File: config.mk
export PLATFORM = sky130hd
export DESIGN_NAME = dsp_chain_drain
export DESIGN_NICKNAME = d
export VERILOG_FILES = /design/src/rtl/dsp_chain_pkg.sv /design/src/rtl/dsp_result_fifo.sv /design/src/rtl/dsp_chain_drain.sv
export SDC_FILE = /design/constraint.sdc
export NUM_CORES = 1
export LEC_CHECK = 0
export ABC_CLOCK_PERIOD_IN_PS = 6500
export CELL_PAD_IN_SITES_DETAIL_PLACEMENT = 1
export CELL_PAD_IN_SITES_GLOBAL_PLACEMENT = 1
export CORE_MARGIN = 8
export CORE_UTILIZATION = 25
export DETAILED_ROUTE_END_ITERATION = 16
export GPL_TIMING_DRIVEN = 0
export MAX_ROUTING_LAYER = met4
export PLACE_DENSITY = 0.48
export SLEW_MARGIN = 20
export SYNTH_ARGS = -nofsm -noshare
export SYNTH_HDL_FRONTEND = slang
export SYNTH_SLANG_ARGS = --single-unit
File: constraint.sdc
create_clock -name clk -period 6.5 [get_ports clk]
set_input_delay 1.95 -clock clk [delete_from_list [all_inputs] [get_ports clk]]
set_output_delay 1.95 -clock clk [all_outputs]
set_load 0.01 [all_outputs]
File: src/rtl/dsp_chain_pkg.sv
// -----------------------------------------------------------------------------
// dsp_chain_pkg
// Shared definitions for the chainout drain block: chain beat width, FSM state
// type and the accumulator width helper.
// -----------------------------------------------------------------------------
package dsp_chain_pkg;

  localparam int CHAIN_W = 37;

  typedef enum logic {
    ST_ACCUM = 1'b0,
    ST_EMIT  = 1'b1
  } state_e;

  // Wide enough to sum acc_len full-scale beats without overflow, plus one
  // guard bit so the sign survives the worst-case negative group.
  function automatic int acc_width(input int acc_len);
    return CHAIN_W + $clog2(acc_len) + 1;
  endfunction

endpackage

File: src/rtl/dsp_result_fifo.sv
// -----------------------------------------------------------------------------
// dsp_result_fifo
// Small synchronous FIFO holding {sat, result} words.
// Ports:
//   clk, reset        clock, async active-high reset (pointers only)
//   push, wdata       write request / data (ignored when full unless popping)
//   pop               read request (ignored when empty)
//   rdata             head word, zero when empty
//   full, empty       occupancy flags
// DEPTH must be a power of two, >= 2.
// -----------------------------------------------------------------------------
module dsp_result_fifo #(
  parameter int WIDTH = 33,
  parameter int DEPTH = 4
) (
  input  logic             clk,
  input  logic             reset,
  input  logic             push,
  input  logic [WIDTH-1:0] wdata,
  input  logic             pop,
  output logic [WIDTH-1:0] rdata,
  output logic             full,
  output logic             empty
);

  localparam int PW = $clog2(DEPTH);

  logic [WIDTH-1:0] mem_q [DEPTH];
  logic [PW:0]      wr_ptr_q, wr_ptr_d;
  logic [PW:0]      rd_ptr_q, rd_ptr_d;
  logic             do_push, do_pop;

  // Extra pointer bit distinguishes full from empty when the indices match.
  assign empty = (wr_ptr_q == rd_ptr_q);
  assign full  = (wr_ptr_q[PW] != rd_ptr_q[PW]) &&
                 (wr_ptr_q[PW-1:0] == rd_ptr_q[PW-1:0]);

  // A pop frees the head slot in the same cycle, so push on full is legal then.
  assign do_pop  = pop && !empty;
  assign do_push = push && (!full || do_pop);

  assign rdata = empty ? '0 : mem_q[rd_ptr_q[PW-1:0]];

  always_comb begin
    wr_ptr_d = wr_ptr_q;
    rd_ptr_d = rd_ptr_q;
    if (do_push) wr_ptr_d = wr_ptr_q + (PW+1)'(1);
    if (do_pop)  rd_ptr_d = rd_ptr_q + (PW+1)'(1);
  end

  always_ff @(posedge clk or posedge reset) begin
    if (reset) begin
      wr_ptr_q <= '0;
      rd_ptr_q <= '0;
    end else begin
      wr_ptr_q <= wr_ptr_d;
      rd_ptr_q <= rd_ptr_d;
    end
  end

  always_ff @(posedge clk) begin
    if (do_push) mem_q[wr_ptr_q[PW-1:0]] <= wdata;
  end

endmodule

File: src/rtl/dsp_chain_drain.sv
// -----------------------------------------------------------------------------
// dsp_chain_drain
// Sums groups of ACC_LEN chainout beats from the last int_sop_2 stage, scales
// (arithmetic shift) and saturates each sum, and queues results in a FIFO.
// Ports:
//   clk, reset              clock, async active-high reset
//   chain_valid, chain_data signed 37-bit chain beat
//   flush                   close the current partial group now
//   out_ready               consumer accepts head result
//   out_valid, out_data     FIFO head result (signed OUT_W)
//   out_sat                 head result was clamped
//   stall                   upstream must not present beats
//   drop_err                sticky: a beat arrived while stalled
//
// state    | meaning
// ST_ACCUM | summing beats into the accumulator
// ST_EMIT  | result latched, waiting for FIFO space to write it
// -----------------------------------------------------------------------------
module dsp_chain_drain
  import dsp_chain_pkg::*;
#(
  parameter int ACC_LEN    = 8,
  parameter int OUT_W      = 32,
  parameter int SHIFT      = 0,
  parameter int FIFO_DEPTH = 4
) (
  input  logic                      clk,
  input  logic                      reset,
  input  logic                      chain_valid,
  input  logic signed [CHAIN_W-1:0] chain_data,
  input  logic                      flush,
  input  logic                      out_ready,
  output logic                      out_valid,
  output logic signed [OUT_W-1:0]   out_data,
  output logic                      out_sat,
  output logic                      stall,
  output logic                      drop_err
);

  localparam int AW = acc_width(ACC_LEN);
  localparam int CW = $clog2(ACC_LEN + 1);

  localparam logic signed [AW-1:0] SAT_MAX = {{(AW-OUT_W+1){1'b0}}, {(OUT_W-1){1'b1}}};
  localparam logic signed [AW-1:0] SAT_MIN = {{(AW-OUT_W+1){1'b1}}, {(OUT_W-1){1'b0}}};

  state_e               state_q, state_d;
  logic signed [AW-1:0] acc_q, acc_d;
  logic [CW-1:0]        cnt_q, cnt_d;
  logic [OUT_W:0]       res_q, res_d;
  logic                 drop_q, drop_d;

  logic                 f_full, f_empty, push, pop, accept, step;
  logic [OUT_W:0]       f_rdata;
  logic signed [AW-1:0] sum_in, shifted;
  logic [CW-1:0]        cnt_in;
  logic [OUT_W-1:0]     sat_val;
  logic                 sat_flag;

  assign out_valid = !f_empty;
  assign pop       = out_valid && out_ready;
  assign push      = (state_q == ST_EMIT) && (!f_full || pop);
  assign stall     = (state_q == ST_EMIT) && f_full && !pop;
  assign accept    = chain_valid && !stall;
  // Accumulate in ACCUM, and also in the EMIT cycle that writes, so a beat
  // there becomes beat 1 of the next group without a bubble.
  assign step      = (state_q == ST_ACCUM) || push;

  // acc_q/cnt_q are zeroed on entry to EMIT, so the same sum path serves both.
  assign sum_in = acc_q + (accept ? {{(AW-CHAIN_W){chain_data[CHAIN_W-1]}}, chain_data}
                                  : {AW{1'b0}});
  assign cnt_in = cnt_q + CW'(accept);

  always_comb begin
    shifted  = sum_in >>> SHIFT;
    sat_flag = 1'b0;
    sat_val  = shifted[OUT_W-1:0];
    if (shifted > SAT_MAX) begin
      sat_flag = 1'b1;
      sat_val  = SAT_MAX[OUT_W-1:0];
    end else if (shifted < SAT_MIN) begin
      sat_flag = 1'b1;
      sat_val  = SAT_MIN[OUT_W-1:0];
    end
  end

  always_comb begin
    state_d = state_q;
    acc_d   = acc_q;
    cnt_d   = cnt_q;
    res_d   = res_q;
    drop_d  = drop_q | (chain_valid & stall);
    if (push) state_d = ST_ACCUM;
    if (step) begin
      acc_d = sum_in;
      cnt_d = cnt_in;
      if ((cnt_in == CW'(ACC_LEN)) || (flush && (cnt_in != '0))) begin
        res_d   = {sat_flag, sat_val};
        acc_d   = '0;
        cnt_d   = '0;
        state_d = ST_EMIT;
      end
    end
  end

  always_ff @(posedge clk or posedge reset) begin
    if (reset) begin
      state_q <= ST_ACCUM;
      acc_q   <= '0;
      cnt_q   <= '0;
      res_q   <= '0;
      drop_q  <= 1'b0;
    end else begin
      state_q <= state_d;
      acc_q   <= acc_d;
      cnt_q   <= cnt_d;
      res_q   <= res_d;
      drop_q  <= drop_d;
    end
  end

  dsp_result_fifo #(
    .WIDTH (OUT_W + 1),
    .DEPTH (FIFO_DEPTH)
  ) u_fifo (
    .clk   (clk),
    .reset (reset),
    .push  (push),
    .wdata (res_q),
    .pop   (pop),
    .rdata (f_rdata),
    .full  (f_full),
    .empty (f_empty)
  );

  assign out_data = f_rdata[OUT_W-1:0];
  assign out_sat  = f_rdata[OUT_W];
  assign drop_err = drop_q;

endmodule

# After elaboration in Yosys (flattened, before gate mapping)
# Memory sizes are Yosys's and may differ from the RTL's.
# Cells that the tools add are included.
[word_totals] inputBits=42 register_bits=86 word_cells=53 n_memories=1 out_inout_bits=36 mem_bits_rw=132
[memory_table] memory="u_fifo.mem_q" words=4 word_bits=33 rd=1 rd_clocked_by_memory_dff=0 write_ports=1 line="dsp_result_fifo.sv:28" rtl="logic [WIDTH-1:0] mem_q [DEPTH];"
[op_classes] n_lt_le_gt_ge=2 reduce_logical=19 add_sub_neg=4 n_eq_ne=4 bitwise=3 mux=13
[ops] op="41-bit 2-to-1 mux" count=2
[ops] op="32-bit 2-to-1 mux" count=2
[ops] op="41-bit adder" count=1
[ops] op="41-bit by 32-bit > comparator with 1-bit output (second input constant)" count=1
[ops] op="41-bit by 32-bit less-than comparator with 1-bit output (second input constant)" count=1
[ops] op="33-bit 2-to-1 mux" count=1
[ops] op="1-bit logical AND" count=9
[ops] op="1-bit 2-to-1 mux" count=7
[ops] op="3-bit by 1-bit adder with 3-bit output (second input constant)" count=2
[ops] op="4-bit by 1-bit adder with 4-bit output" count=1
[ops] op="4-bit == test (second input constant)" count=1
[ops] op="1-bit zero test" count=4
[ops] op="1-bit logical OR" count=4
[ops] op="4-bit 2-to-1 mux" count=1
[ops] op="4-bit nonzero test" count=1
[ops] op="3-bit == test" count=1
[ops] op="2-bit == test" count=1
[ops] op="2-bit AND reduction" count=1
[ops] op="1-bit bitwise AND" count=1
[ops] op="1-bit inequality test" count=1
[ops] op="1-bit NOT" count=1
[ops] op="1-bit bitwise OR" count=1

# Depth between registers and ports, before layout
[depth] depth_word=13 ltp_mapped=21 mapped_depth_nobuf=17

# Hierarchy
# A second synthesis with hierarchy kept.
[hier_totals] hier_cells=873 area_unflattened_um2=11095.6
[modules_own_cells] mod="dsp_chain_drain" seq_area_each_um2=2001.9 instances=1 area_per_inst_um2=5645.4 cells_per_inst=628
[modules_own_cells] mod="dsp_result_fifo" seq_area_each_um2=4113.9 instances=1 area_per_inst_um2=5450.2 cells_per_inst=245

# Worst setup path before layout
# No wires, ideal clock.
[synth_path] path_kind="input port to flip-flop" startpoint="in out_ready" endpoint="reg res_q[19]" arrival_time_ns=5.660 stages=18 setup_ns=0.104 n_path_buf=4 setup_slack_ns=0.737 required_ns=6.396 cell_sequence="nor4_1 -> nand2_1 -> clkbuf_1 -> and3_1 -> ha_1 -> buf_2 -> a21o_1 -> o21bai_1 -> a311oi_2 -> a22o_1 -> nor2_1 -> nor3b_2 -> mux2i_1 -> o211a_1 -> buf_2 -> clkbuf_1 -> a211oi_1 -> a221oi_1"
[synth_via] elab_chain_cells=10 elab_cells_between_ends=20 cone_classes="add/sub (2); order compare (2); eq/ne (1); mux (3); reduce/logical (12)"
[synth_lines] item="from (decl)" line="dsp_chain_drain.sv:32" rtl="input logic out_ready,"
[synth_lines] item="1-bit logical AND (*)" line="dsp_chain_drain.sv:60" rtl="assign pop = out_valid && out_ready;"
[synth_lines] item="1-bit zero test" line="dsp_chain_drain.sv:62" rtl="assign stall = (state_q == ST_EMIT) && f_full && !pop;"
[synth_lines] item="1-bit logical AND" line="dsp_chain_drain.sv:62"
[synth_lines] item="1-bit zero test" line="dsp_chain_drain.sv:63" rtl="assign accept = chain_valid && !stall;"
[synth_lines] item="1-bit logical AND" line="dsp_chain_drain.sv:63"
[synth_lines] item="41-bit 2-to-1 mux / 4-bit by 1-bit adder with 4-bit output (equally long branches)" line="dsp_chain_drain.sv:69, dsp_chain_drain.sv:71"
[synth_lines] item="41-bit adder / 4-bit nonzero test (equally long branches)" line="dsp_chain_drain.sv:69, dsp_chain_drain.sv:96"
[synth_lines] item="41-bit by 32-bit less-than comparator with 1-bit output / 1-bit logical AND (equally long branches)" line="dsp_chain_drain.sv:80, dsp_chain_drain.sv:96"
[synth_lines] item="32-bit 2-to-1 mux / 1-bit logical OR (equally long branches)" line="dsp_chain_drain.sv:80, dsp_chain_drain.sv:96"
[synth_lines] item="32-bit 2-to-1 mux / 2-bit AND reduction (equally long branches)"
[synth_lines] item="to (signal assigned)" line="dsp_chain_drain.sv:116" rtl="res_q <= res_d;"
[synth_lines] item="to (decl)" line="dsp_chain_drain.sv:49" rtl="logic [OUT_W:0] res_q, res_d;"
# Mark *: on every way between the ends. The rest lies on a longest branch, timed or not.
# A chain may end at the register's enable or synchronous reset.

# Final worst setup path
[layout_path] startpoint="in out_ready" endpoint="reg res_q[10]"
# The elaborated chain is that of the path after synthesis.

==> flow_summary.ini <==
[timing]
slew_violations = 0
slew_headroom = 0.390
finClkSkew_ns = 0.0281
fin_crit_ns = 6.34
fin_crit_sh = 0.975
fin_tns_setup_ns = 0
tightest_slew_ns = 0.914
finalHoldViolCount = 0
setup_viol = 0
max_freq_mhz = 158

[synthesis]
synth-async-reset-ratio = 0.394
syn_area_mm2 = 0.0120
netlist.area_leader.share = 0.332
yosysTopAreaCell = edfxtp_1
ys_ff_latch = 218
synth_cell_types = 78
synth.area.top_cells = edfxtp_1 33%, dfrtp_1 18%, mux4_2 6.2%
yosys_warnings = 0
synth_edf_count = 132
syn_inst = 1046
ys_seq_area_frac = 0.512
synth_commonest_cells = 132 x edfxtp_1, 119 x nand2_1, 86 x dfrtp_1, 66 x a21oi_1, 50 x o21ai_0
synth_most_common_cell = edfxtp_1
synth_ff_type = edfxtp_1
syn_avg_cell_area_um2 = 11.4
synth_nets = 1136

[place]
routabilityCongestion = 0.821
dp_hpwl_um = 29200
io_buffer_count = 77
placed_cells = 1744

[critical_path]
cp.arrival_ns = 6.78
cp_data_required_time_ns = 6.94
critPathMaxFanout = 10
critPathLaunchType = input port
end_kind = register
critPathKind = in2reg

[floorplan]
coreArea_mm2 = 0.0474
fp-row-count = 80
die_x_um = 235
die_y_um = 235
io_pins = 78
start_util = 0.252
dieArea_mm2 = 0.0551

[flow_run]
drv_cap = 0

[power_and_ir_drop]
finalPower_w = 0.00733
powerDensity_mw_per_mm2 = 495
vdd_drop_max_uv = 156
p_leak_nw = 5.57

[finish]
instances_no_fill = 1805
area_growth_syn_to_layout_pct = 23.8
drive_gt1_frac = 0.155
fin_nets = 1256

[grt]
grtUsageTotal = 0.142
grt_pass1_vias = 9671
busiest_layer = met2
gr-usage-met1 = 0.181
met2_usage = 0.233
grtUsageMet3 = 0.0219
grt_overflow = 0
grt_pass1_wl_um = 59800
antenna_found_initial = 1
grt_max_degree = 64

[clocking]
hold_buffers = 0
cts_made_buffers = 27
clkLatencyLatePin_ns = 0.57
cts-root-buf = clkbuf_16
htreeDepth = 1
cts.reportedPaths.clkPinSlew_ns = 0.06
cts_buffer_depth = 3
cts_tree = yes
clkSinkCount = 218

[detailed_routing]
drc = 0
drtAntennaViolNets = 0
num_vias = 8984
first_pass_iters = 5
wl_per_cell_um = 21.8
drtIter0Drc = 574
finalWirelength_um = 39300
vias_per_cell = 4.98

[outcome]
outcome = complete, no violations

[min_path]
hold_path.class = reg2reg
-- flip-flops by register name (all words and copies together) (netlist names) --
register         count
u_fifo.rd_ptr_q      3
u_fifo.mem_q       132
u_fifo.wr_ptr_q      3
drop_err             1
res_q               33
cnt_q                4
state_q              1
acc_q               41
-- path summary, 6_finish.rpt --
path,from,end,slack [ns],cells past startpoint
setup / recovery,out_ready,res_q[10],0.16,21
hold / removal,drop_err,drop_err,0.47,1
setup reg to reg,u_fifo.rd_ptr_q[1],res_q[10],0.86,20
hold reg to reg,drop_err,drop_err,0.47,1
max in group asynchronous,reset,u_fifo.wr_ptr_q[0],4.12,3
min in group asynchronous,reset,acc_q[6],1.71,2
-- what timing repair did --
action	CTS	global route
pin swaps	5	10
resized for setup	25	40
setup buffers	5	5
setup endpoints to repair	44	35
gates cloned	1	0
-- cell families after synthesis --
family / share of synthesized area
multiplexers: 0.0667
buffers and inverters: 0.0317
adder cells (fa/ha/maj): 0.0509
flip-flops: 0.512
XOR/XNOR: 0.0308
AO/OA/AOI/OAI: 0.152
AND/OR/NAND/NOR: 0.157
-- report_power, final --
part / internal, W / switching [W] / leakage (nW)
logic: 0.00155 / 0.00216 / 2.83
registers: 0.00194 / 0.000240 / 2.33
clock network: 0.000812 / 0.000624 / 0.397
-- layout make-up --
class | instances | area [µm²]
clock inverters | 15 | 125
diodes | 3 | 7.51
plain buffers | 63 | 309
flip-flops and latches | 218 | 6120
fillers | 5298 | 32600
multi-input cells | 738 | 5660
repair buffers | 93 | 1000
clock buffers | 35 | 706
inverters | 25 | 98.8
well taps | 615 | 769
-- cell usage in the layout, fill, tap and decap left out, types with 33 or more instances in the layout --
cell type	synthesis	routed
a21oi_1	66	62
and3_1	37	37
clkbuf_1	46	35
clkdlybuf4s50_1	0	77
dfrtp_1	86	86
edfxtp_1	132	132
ha_1	47	45
mux4_2	33	33
nand2_1	119	118
nor2b_1	38	38
nor3_1	40	39
o21ai_0	50	49
-- critical path, cell delays in order --
cell and delay [ns]:
clkdlybuf4s50_1 0.56, nor4_4 0.06, buf_12 0.16, nand2_4 0.15
clkbuf_8 0.21, and3_1 0.21, ha_2 0.22, inv_1 0.06
fa_1 0.39, nand2b_1 0.20, a21oi_2 0.21, o21ai_2 0.15
a211oi_4 0.32, o21ai_4 0.13, o21ai_1 0.18, xor2_1 0.28
nand4_1 0.13, or4b_4 0.54, buf_2 0.19, buf_6 0.16
a311oi_1 0.29
-- stage by stage --
step | worst slack (ns) | area [µm²] | hold slack [ns] | utilization
after CTS | 0.00867 | 14700 | 0.479 | 0.309
after detailed placement | -1.57 | 13700 | 0.457 | 0.288
after global routing | -0.0180 | 14800 | 0.496 | 0.312
after floorplan | 0.737 | 12000 | 0.445 | -
after global placement | -1.81 | 13500 | 0.441 | 0.284
final | 0.159 | 14800 | 0.469 | 0.312
-- layer usage --
metal | wire (µm) | up-vias
li1 | - | 4229
met1 | 18100 | 4545
met2 | 18700 | 143
met3 | 1290 | 67
met4 | 1180 | 0
met5 | 0 | -
(Power assumes the default switching activity.)
